`src/rtl/stim_check_pkg.sv`:
```
// Shared types and constants for the stimulus-and-compare engine.
//   state_t      : engine FSM states
//   LFSR_MASK    : Galois feedback mask for taps 32,22,2,1
//   IDX_NONE     : fail_idx value when no mismatch has been seen
//   IDX_POSTRST  : fail_idx value for a mismatch found during the post-reset check
//   lfsr_next()  : one Galois LFSR step
package stim_check_pkg;

    typedef enum logic [2:0] {
        ST_IDLE,
        ST_RESET,
        ST_RCHK,
        ST_APPLY,
        ST_WAIT,
        ST_CHECK,
        ST_FIN
    } state_t;

    localparam logic [31:0] LFSR_MASK   = 32'h8020_0003;
    localparam logic [15:0] IDX_NONE    = 16'hFFFF;
    localparam logic [15:0] IDX_POSTRST = 16'hFFFE;

    function automatic logic [31:0] lfsr_next(input logic [31:0] v);
        return {1'b0, v[31:1]} ^ (v[0] ? LFSR_MASK : '0);
    endfunction

endpackage

```
`src/rtl/stim_check_engine_lfsr32.sv`:
```
// 32-bit Galois LFSR stimulus source.
//   clk     : clock, rising edge
//   rst     : asynchronous active-low reset, loads SEED
//   load    : reload SEED (has priority over advance)
//   advance : step the LFSR once
//   value   : current LFSR state
module lfsr32
    import stim_check_pkg::*;
#(
    parameter logic [31:0] SEED = 32'hACE1_2345
) (
    input  logic        clk,
    input  logic        rst,
    input  logic        load,
    input  logic        advance,
    output logic [31:0] value
);

    always_ff @(posedge clk or negedge rst) begin
        if (!rst) begin
            value <= SEED;
        end else if (load) begin
            value <= SEED;
        end else if (advance) begin
            value <= lfsr_next(value);
        end
    end

endmodule

```
`src/rtl/stim_check_engine.sv`:
```
// Stimulus-and-compare engine: drives pseudo-random vectors into a golden and a
// netlist instance of the same design and counts output mismatches.
//   clk, rst          : clock; asynchronous active-low reset
//   start             : pulse to begin a run (accepted in idle or in the done cycle)
//   dut_rst           : active-high reset for both design instances
//   stim              : registered stimulus bus
//   golden_out        : golden instance outputs
//   netlist_out       : netlist instance outputs
//   busy, done, pass  : run status; done is a one-cycle end-of-run pulse
//   mismatch_cnt      : saturating mismatch count of the current/last run
//   fail_idx          : vector index of the first mismatch (16'hFFFE post-reset, 16'hFFFF none)
//   fail_golden/netlist : buses captured at the first mismatch
module stim_check_engine
    import stim_check_pkg::*;
#(
    parameter int unsigned WIDTH   = 32,
    parameter int unsigned VECTORS = 1000,
    parameter int unsigned SETTLE  = 2,
    parameter logic [31:0] SEED    = 32'hACE1_2345
) (
    input  logic             clk,
    input  logic             rst,
    input  logic             start,
    output logic             dut_rst,
    output logic [WIDTH-1:0] stim,
    input  logic [WIDTH-1:0] golden_out,
    input  logic [WIDTH-1:0] netlist_out,
    output logic             busy,
    output logic             done,
    output logic             pass,
    output logic [15:0]      mismatch_cnt,
    output logic [15:0]      fail_idx,
    output logic [WIDTH-1:0] fail_golden,
    output logic [WIDTH-1:0] fail_netlist
);

    state_t      state, state_nx;
    logic [3:0]  cnt;
    logic [15:0] vec_idx;
    logic        launch;
    logic        compare;
    logic        mismatch;
    logic        last_vec;
    logic        pass_q;
    logic [31:0] lfsr_val;

    lfsr32 #(.SEED(SEED)) u_lfsr (
        .clk     (clk),
        .rst     (rst),
        .load    (launch),
        .advance (state == ST_APPLY),
        .value   (lfsr_val)
    );

    // Case inequality so that an X/Z on either bus counts as a mismatch in simulation.
    assign mismatch = (golden_out !== netlist_out);
    assign last_vec = (({1'b0, vec_idx} + 17'd1) == 17'(VECTORS));

    always_ff @(posedge clk or negedge rst) begin
        if (!rst) begin
            state <= ST_IDLE;
        end else begin
            state <= state_nx;
        end
    end

    always_comb begin
        state_nx = state;
        launch   = 1'b0;
        compare  = 1'b0;
        case (state)
            ST_IDLE: begin
                if (start) begin
                    state_nx = ST_RESET;
                    launch   = 1'b1;
                end
            end
            ST_RESET: begin
                if (cnt == 4'd1) state_nx = ST_RCHK;
            end
            ST_RCHK: begin
                compare  = 1'b1;
                state_nx = ST_APPLY;
            end
            ST_APPLY: begin
                state_nx = (SETTLE == 1) ? ST_CHECK : ST_WAIT;
            end
            ST_WAIT: begin
                if (cnt == 4'(SETTLE - 2)) state_nx = ST_CHECK;
            end
            ST_CHECK: begin
                compare  = 1'b1;
                state_nx = last_vec ? ST_FIN : ST_APPLY;
            end
            ST_FIN: begin
                // A start coinciding with done chains straight into a new run.
                if (start) begin
                    state_nx = ST_RESET;
                    launch   = 1'b1;
                end else begin
                    state_nx = ST_IDLE;
                end
            end
            default: state_nx = ST_IDLE;
        endcase
    end

    always_ff @(posedge clk or negedge rst) begin
        if (!rst) begin
            cnt          <= '0;
            vec_idx      <= '0;
            dut_rst      <= 1'b1;
            stim         <= '0;
            mismatch_cnt <= '0;
            fail_idx     <= IDX_NONE;
            fail_golden  <= '0;
            fail_netlist <= '0;
            pass_q       <= 1'b0;
        end else begin
            // One counter serves both the RESET hold and the WAIT settle interval;
            // it restarts from zero whenever the state changes.
            if ((state_nx == state) && (state == ST_RESET || state == ST_WAIT)) begin
                cnt <= cnt + 4'd1;
            end else begin
                cnt <= '0;
            end
            dut_rst <= (state_nx == ST_RESET) || (state_nx == ST_RCHK);

            if (launch) begin
                vec_idx      <= '0;
                stim         <= '0;
                mismatch_cnt <= '0;
                fail_idx     <= IDX_NONE;
                fail_golden  <= '0;
                fail_netlist <= '0;
                pass_q       <= 1'b0;
            end else begin
                if (state == ST_APPLY) stim <= lfsr_val[WIDTH-1:0];
                if (state == ST_CHECK && !last_vec) vec_idx <= vec_idx + 16'd1;
                if (compare && mismatch) begin
                    if (mismatch_cnt != '1) mismatch_cnt <= mismatch_cnt + 16'd1;
                    // The count never returns to zero within a run, so zero marks the first hit.
                    if (mismatch_cnt == '0) begin
                        fail_idx     <= (state == ST_RCHK) ? IDX_POSTRST : vec_idx;
                        fail_golden  <= golden_out;
                        fail_netlist <= netlist_out;
                    end
                end
                if (state == ST_FIN) pass_q <= (mismatch_cnt == '0);
            end
        end
    end

    assign busy = (state != ST_IDLE);
    assign done = (state == ST_FIN);
    assign pass = (state == ST_FIN) ? (mismatch_cnt == '0) : pass_q;

endmodule

```
`config.mk`:
```
export PLATFORM = sky130hd
export DESIGN_NAME = stim_check_engine
export DESIGN_NICKNAME = d
export VERILOG_FILES = /design/src/rtl/stim_check_pkg.sv /design/src/rtl/stim_check_engine_lfsr32.sv /design/src/rtl/stim_check_engine.sv
export SDC_FILE = /design/constraint.sdc
export NUM_CORES = 1
export LEC_CHECK = 0
export CORE_ASPECT_RATIO = 1.75
export CORE_MARGIN = 4
export CORE_UTILIZATION = 50
export CTS_CLUSTER_DIAMETER = 60
export DETAILED_ROUTE_END_ITERATION = 8
export HOLD_SLACK_MARGIN = 0.06
export PLACE_DENSITY_LB_ADDON = 0.2
export SYNTH_ARGS = -nofsm -noshare
export SYNTH_HDL_FRONTEND = slang
export SYNTH_SLANG_ARGS = --single-unit
```
`constraint.sdc`:
```
create_clock -name clk -period 2.94 [get_ports clk]
set_input_delay 0.441 -clock clk [delete_from_list [all_inputs] [get_ports clk]]
set_output_delay 0.441 -clock clk [all_outputs]
set_load 0.01 [all_outputs]
```
==> impl_metrics.py, run 1 <==
metrics = {
    "run_status": {
        "status": "complete, no violations",
    },
    "power": {
        "power.density_nw_per_um2": 618,
        "finalPower_w": 0.00663,
        "vdd_ir_drop_max_mv": 0.392,
        "cellLeakagePower_nw": 4.91,
    },
    "clock_network": {
        "clk_pin_slew_ns": 0.07,
        "cts_buffers": 17,
        "clkLatencyLatePin_ns": 0.42,
        "cts.sinks": 168,
        "clockBufferDepth": 2,
        "cts_max_level": 4,
        "cts_root_buf": "clkbuf_16",
        "cts_tree": "built",
    },
    "global_route": {
        "grt_overflow": 0,
        "antenna_found_initial": 0,
        "first_global_vias": 6946,
        "grt_util_all_layers_pct": 24.6,
        "grt_pass1_wl_um": 34900,
        "grt_max_degree": 66,
    },
    "setup_path": {
        "worst-endpoint-arrival_ns": 2.92,
        "timing.rr.start": "state[1]",
        "cp_data_required_time_ns": 3.28,
        "crit_type": "register to register",
        "endpoint_kind": "register",
        "start_kind": "register",
        "reg2reg_depth": 9,
        "worstSetupStartpoint": "state[1]",
        "cp_max_fo": 19,
    },
    "floorplanning": {
        "core_area_um2": 15500,
        "io_pins": 199,
        "initial_core_util_pct": 51.3,
        "die_h_um": 175,
        "die_w_um": 103,
        "dieArea_um2": 18000,
        "num_rows": 60,
    },
    "timing": {
        "slew_viol_final": 0,
        "period_share_pct": 87.6,
        "finalHoldViolations": 0,
        "max_freq_mhz": 388,
        "relSlewSlack_pct": 60.4,
        "rsz0062_at_grt": "no",
        "tightest_slew_ns": 0.594,
        "setup_violations": 0,
        "final.setup_skew_ns": 0.0145,
        "fin_setup_tns_ns": 0,
        "finalCriticalPeriod_ns": 2.57,
    },
    "synth": {
        "netlist.area_leader.share_pct": 43.2,
        "yosys.area.top_type": "dfrtp_1",
        "synth_area_leaders": "dfrtp_1 (43%), nand2_1 (11%), dfstp_2 (10%), nand3_1 (5.5%), xor2_1 (4.0%)",
        "syn_avg_cell_area_um2": 9.23,
        "muxShareOfSynthArea_pct": 0.662,
        "async_flop_share_pct": 100,
        "synth_cell_types": 56,
        "synthFlopType": "dfrtp_1",
        "syn-num-nets": 934,
        "syn-cell-area_um2": 7930,
        "synth-seq-area-share_pct": 53.5,
        "synthCells": 860,
        "synth_compound_area_share_pct": 9.21,
        "synth_top_family_by_area": "simple AND/OR/NAND/NOR gates",
        "synth_edf_count": 0,
        "synth-seq-cells": 168,
        "synthAdderAreaFrac_pct": 1.10,
        "synthSimpleGateAreaFrac_pct": 25.1,
        "yosysWarnings": 0,
        "synth-xor-area-share_pct": 5.19,
    },
    "route": {
        "wirelength_um": 21300,
        "drtIter0Drc": 303,
        "wl_per_cell_um": 17.2,
        "drc_errors": 0,
        "dr.pass1.iters": 5,
        "vias_per_cell": 5.50,
        "ant_nets": 0,
        "num_vias": 6801,
    },
    "place": {
        "port_buffers": 198,
        "dpl.hpwl_um": 15300,
        "placed_area_um2": 10100,
        "gp_congestion": 0.872,
    },
    "final_layout": {
        "final_common_cell": "nand2_1",
        "diodes": 0,
        "post-route-util_pct": 69.4,
        "mostFrequentLayoutCells": "nand2_1 (233), clkdlybuf4s50_1 (196), dfrtp_1 (137), nand3_1 (87), a21oi_1 (46)",
        "finalNetCount": 1111,
        "syn_to_final_growth_pct": 35.4,
        "design_area_um2": 10700,
        "drive_gt1_share_pct": 10.5,
    },
    "worst_hold_path": {
        "hold_start": "u_lfsr.value[29]",
        "min_path_type": "register to register",
        "min_path_cells": 2,
    },
    "job": {
        "maxCapViolations": 0,
    },
}
## final timing paths
check	endpoint	slack, ns
setup / recovery	fail_idx[4]	0.37
hold / removal	u_lfsr.value[29]	0.49
setup reg to reg	fail_idx[4]	0.37
hold reg to reg	u_lfsr.value[29]	0.49
max in group asynchronous	mismatch_cnt[1]	1.55
min in group asynchronous	vec_idx[7]	0.57
## stage by stage
step                      hold WS [ns]  setup slack (ns)  instances
final                            0.489             0.366       1236
after global routing             0.503             0.153       1236
after CTS                        0.493           0.00660       1235
after detailed placement         0.462            0.0376       1202
after global placement           0.461            0.0648       1202
after floorplan                  0.145             0.611        860
## where the power goes
part / internal, W / leakage, nW / total, W / switching, W
sequential: 0.00275 / 2.12 / 0.00300 / 0.000257
clock: 0.00130 / 0.285 / 0.00229 / 0.000993
combinational: 0.000784 / 2.51 / 0.00133 / 0.000550
## synthesized netlist by cell type (all sizes together) (4+ instances only)
master,number
inv,13
and4,4
dfstp,31
nand2b,4
clkbuf,39
o22a,15
a211o,7
buf,35
nor2,27
dfrtp,137
xor2,36
nand3,88
o21ai,18
and3,10
nand2,233
nand4,15
ha,7
nor4,16
nor3,18
a21oi,46
or4,4
xnor2,11
## repair_timing
item	CTS	global route
resized for setup	1	1
setup endpoints to repair	1	1
pin swaps	1	1
hold buffers	1	0
endpoints found under the hold margin	46	0
buffers inserted	0	1
## area by class of cell
type | instances | area [µm²]
Timing Repair Buffer | 232 | 2320
Multi-Input combinational cell | 605 | 3300
Inverter | 13 | 48.8
Fill cell | 1266 | 4720
Clock inverter | 13 | 158
Clock buffer | 19 | 443
Sequential cell | 168 | 4240
Tap cell | 186 | 233
## layer usage
metal	GRT usage, %	wire [µm]	vias to the layer above
li1	-	-	3267
met1	28.5	7920	3251
met2	41.5	11000	245
met3	6.83	1550	38
met4	11.2	788	0
met5	0	0	-
## logic make-up after synthesis
| group | after synthesis |
|---|---|
| AO/OA/AOI/OAI | 112 |
| XOR/XNOR | 47 |
| adder cells (fa/ha/maj) | 7 |
| buffers and inverters | 87 |
| flip-flops | 168 |
| multiplexers | 5 |
| AND/OR/NAND/NOR | 434 |
## flip-flops by register name, summed over array words and instances (netlist names)
signal and flops:
stim 31, fail_golden 32, pass_q 1, state 3, mismatch_cnt 16, u_lfsr.value 16
dut_rst 1, fail_netlist 32, cnt 4, vec_idx 16, fail_idx 16
## worst max-delay path, stage by stage, from the launching register on
cell and delay (ns):
dfrtp_1 0.47, nor2b_1 0.50, nand2_1 0.17, nand2_1 0.14
o21ai_1 0.09, buf_4 0.17, nor2_4 0.42, nand2_1 0.18
buf_12 0.18, o22a_1 0.18
No activity file was read; power rests on OpenSTA's default activity.
==> run 2, diff against run 1 <==
CELL_PAD_IN_SITES_DETAIL_PLACEMENT = 1   (was not set)
CELL_PAD_IN_SITES_GLOBAL_PLACEMENT = 2   (was not set)
CORE_UTILIZATION = 30   (was 50)
==> impl_metrics.py, run 2 (synthesized netlist as in run 1, its figures left out) <==
metrics = {
    "route": {
        "num_vias": 6875,
        "dr.pass1.iters": 4,
        "drc_errors": 0,
        "wirelength_um": 26600,
        "drtIter0Drc": 253,
        "wl_per_cell_um": 19.2,
        "ant_nets": 0,
        "vias_per_cell": 4.97,
    },
    "final_layout": {
        "finalNetCount": 1124,
        "diodes": 0,
        "final_common_cell": "nand2_1",
        "design_area_um2": 11000,
        "fillCellCount": 2967,
        "mostFrequentLayoutCells": "nand2_1 (233), clkdlybuf4s50_1 (196), dfrtp_1 (137), nand3_1 (87), a21oi_1 (46)",
        "drive_gt1_share_pct": 11.8,
        "syn_to_final_growth_pct": 39.0,
        "fin_cells": 1383,
        "largestRegisters": "fail_golden (32), fail_netlist (32), stim (31)",
    },
    "worst_hold_path": {
        "min_path_type": "register to register",
    },
    "power": {
        "switchingPower_w": 0.00184,
        "swShare_pct": 26.7,
        "pwr-share-seq_pct": 43.9,
        "power.density_nw_per_um2": 623,
        "cellLeakagePower_nw": 5.00,
        "clock_power_share_pct": 36.5,
        "p_int_w": 0.00503,
        "combPwrFrac_pct": 19.6,
        "vdd_ir_drop_max_mv": 0.376,
    },
    "clock_network": {
        "clkLatencyLatePin_ns": 0.44,
        "cts_buffers": 17,
        "cts_root_buf": "clkbuf_16",
        "clk_pin_slew_ns": 0.07,
        "cts_tree": "built",
        "clockBufferDepth": 2,
        "cts_setup_buffers": 0,
        "cts_max_level": 4,
        "cts.sinks": 168,
    },
    "floorplanning": {
        "die_w_um": 131,
        "die_h_um": 223,
        "io_pins": 199,
        "num_rows": 78,
        "core_area_um2": 26000,
        "initial_core_util_pct": 30.6,
        "dieArea_um2": 29200,
    },
    "timing": {
        "setup_violations": 0,
        "max_freq_mhz": 388,
        "period_share_pct": 87.7,
        "tightest_slew_ns": 0.648,
        "relSlewSlack_pct": 56.8,
        "finalHoldViolations": 0,
        "rsz0062_at_grt": "no",
        "fin_setup_tns_ns": 0,
        "finalCriticalPeriod_ns": 2.58,
        "final.setup_skew_ns": 0.00934,
        "slew_viol_final": 0,
    },
    "global_route": {
        "first_global_vias": 7547,
        "antenna_found_initial": 0,
        "grt_max_degree": 65,
        "grt_util_all_layers_pct": 19.1,
        "grt_pass1_wl_um": 42600,
        "grt_overflow": 0,
    },
    "place": {
        "gp_congestion": 0.781,
        "placed_area_um2": 10400,
        "place_inst": 1350,
        "dpl.hpwl_um": 19400,
        "port_buffers": 198,
    },
    "setup_path": {
        "crit_type": "register to register",
        "endpoint_kind": "register",
        "cpPeakStageDelay_ns": 0.57,
        "start_kind": "register",
        "ff2ff_setup_slack_ns": 0.36,
        "cp_max_fo": 13,
        "cp_data_required_time_ns": 3.27,
        "path_cells": "nand4_4 > or4_4 > a211oi_2 > a31oi_1 > o31a_1 > buf_4 > and3_1 > a211o_1",
        "worst-endpoint-arrival_ns": 2.91,
        "cpMaxStageDelayCell": "or4_4",
    },
    "run_status": {
        "status": "complete, no violations",
    },
    "job": {
        "maxCapViolations": 0,
    },
}
==> run 2: metal layers <==
layer  up-vias  routed length [µm]  track usage (%)
met4         0                 554             6.01
li1       3293                   -                -
met1      3398                9760             20.3
met3        31                1600             6.21
met5         -                   0                0
met2       153               14600             34.9
==> run 2: critical path: cells and delay by family, from the launching register on <==
kind	cells	cell delay, ns
buf+inv	1	0.19
flops	1	0.54
simple gates	3	0.87
compound gates	4	0.85
==> run 2: what timing repair did <==
item,4_1_cts,5_1_grt
endpoints found under the hold margin,48,0
setup endpoints to repair,1,1
hold buffers,1,0
resized for setup,2,1
gates cloned,0,0
==> run 2: power groups by stage <==
stage          Combinational (W)  Clock [W]  Sequential [W]
2_1_floorplan           0.000555          0         0.00309
3_3_place_gp             0.00136          0         0.00306
3_5_place_dp             0.00138          0         0.00307
4_1_cts                  0.00138    0.00260         0.00303
5_1_grt                  0.00149    0.00269         0.00308
6_report                 0.00135    0.00251         0.00302
==> run 2: worst paths after layout <==
path	startpoint	end	cells past startpoint
max in group asynchronous	rst	u_lfsr.value[22]	3
max	vec_idx[6]	vec_idx[8]	8
min	u_lfsr.value[29]	u_lfsr.value[29]	2
min in group asynchronous	rst	vec_idx[4]	2
min reg2reg	u_lfsr.value[29]	u_lfsr.value[29]	2
max reg2reg	vec_idx[6]	vec_idx[8]	8
==> run 2: through the flow <==
| step | hold slack (ns) | setup slack, ns | utilization (%) | power, W |
|---|---|---|---|---|
| floorplan | 0.145 | 0.611 | - | 0.00365 |
| global placement | 0.476 | 0.0379 | 39.9 | 0.00442 |
| detailed placement | 0.480 | -0.0411 | 39.9 | 0.00445 |
| CTS | 0.494 | 0.0151 | 42.5 | 0.00702 |
| global route | 0.503 | 0.143 | 42.5 | 0.00726 |
| finish | 0.489 | 0.361 | 42.5 | 0.00687 |
==> run 2: layout make-up <==
cell class	instances	area (µm²)	area share [%]
Sequential cell	168	4240	38.5
Multi-Input combinational cell	605	3300	30.0
Timing Repair Buffer	245	2380	21.6
Clock buffer	20	467	4.23
Tap cell	320	400	3.63
Clock inverter	12	188	1.70
Inverter	13	48.8	0.442
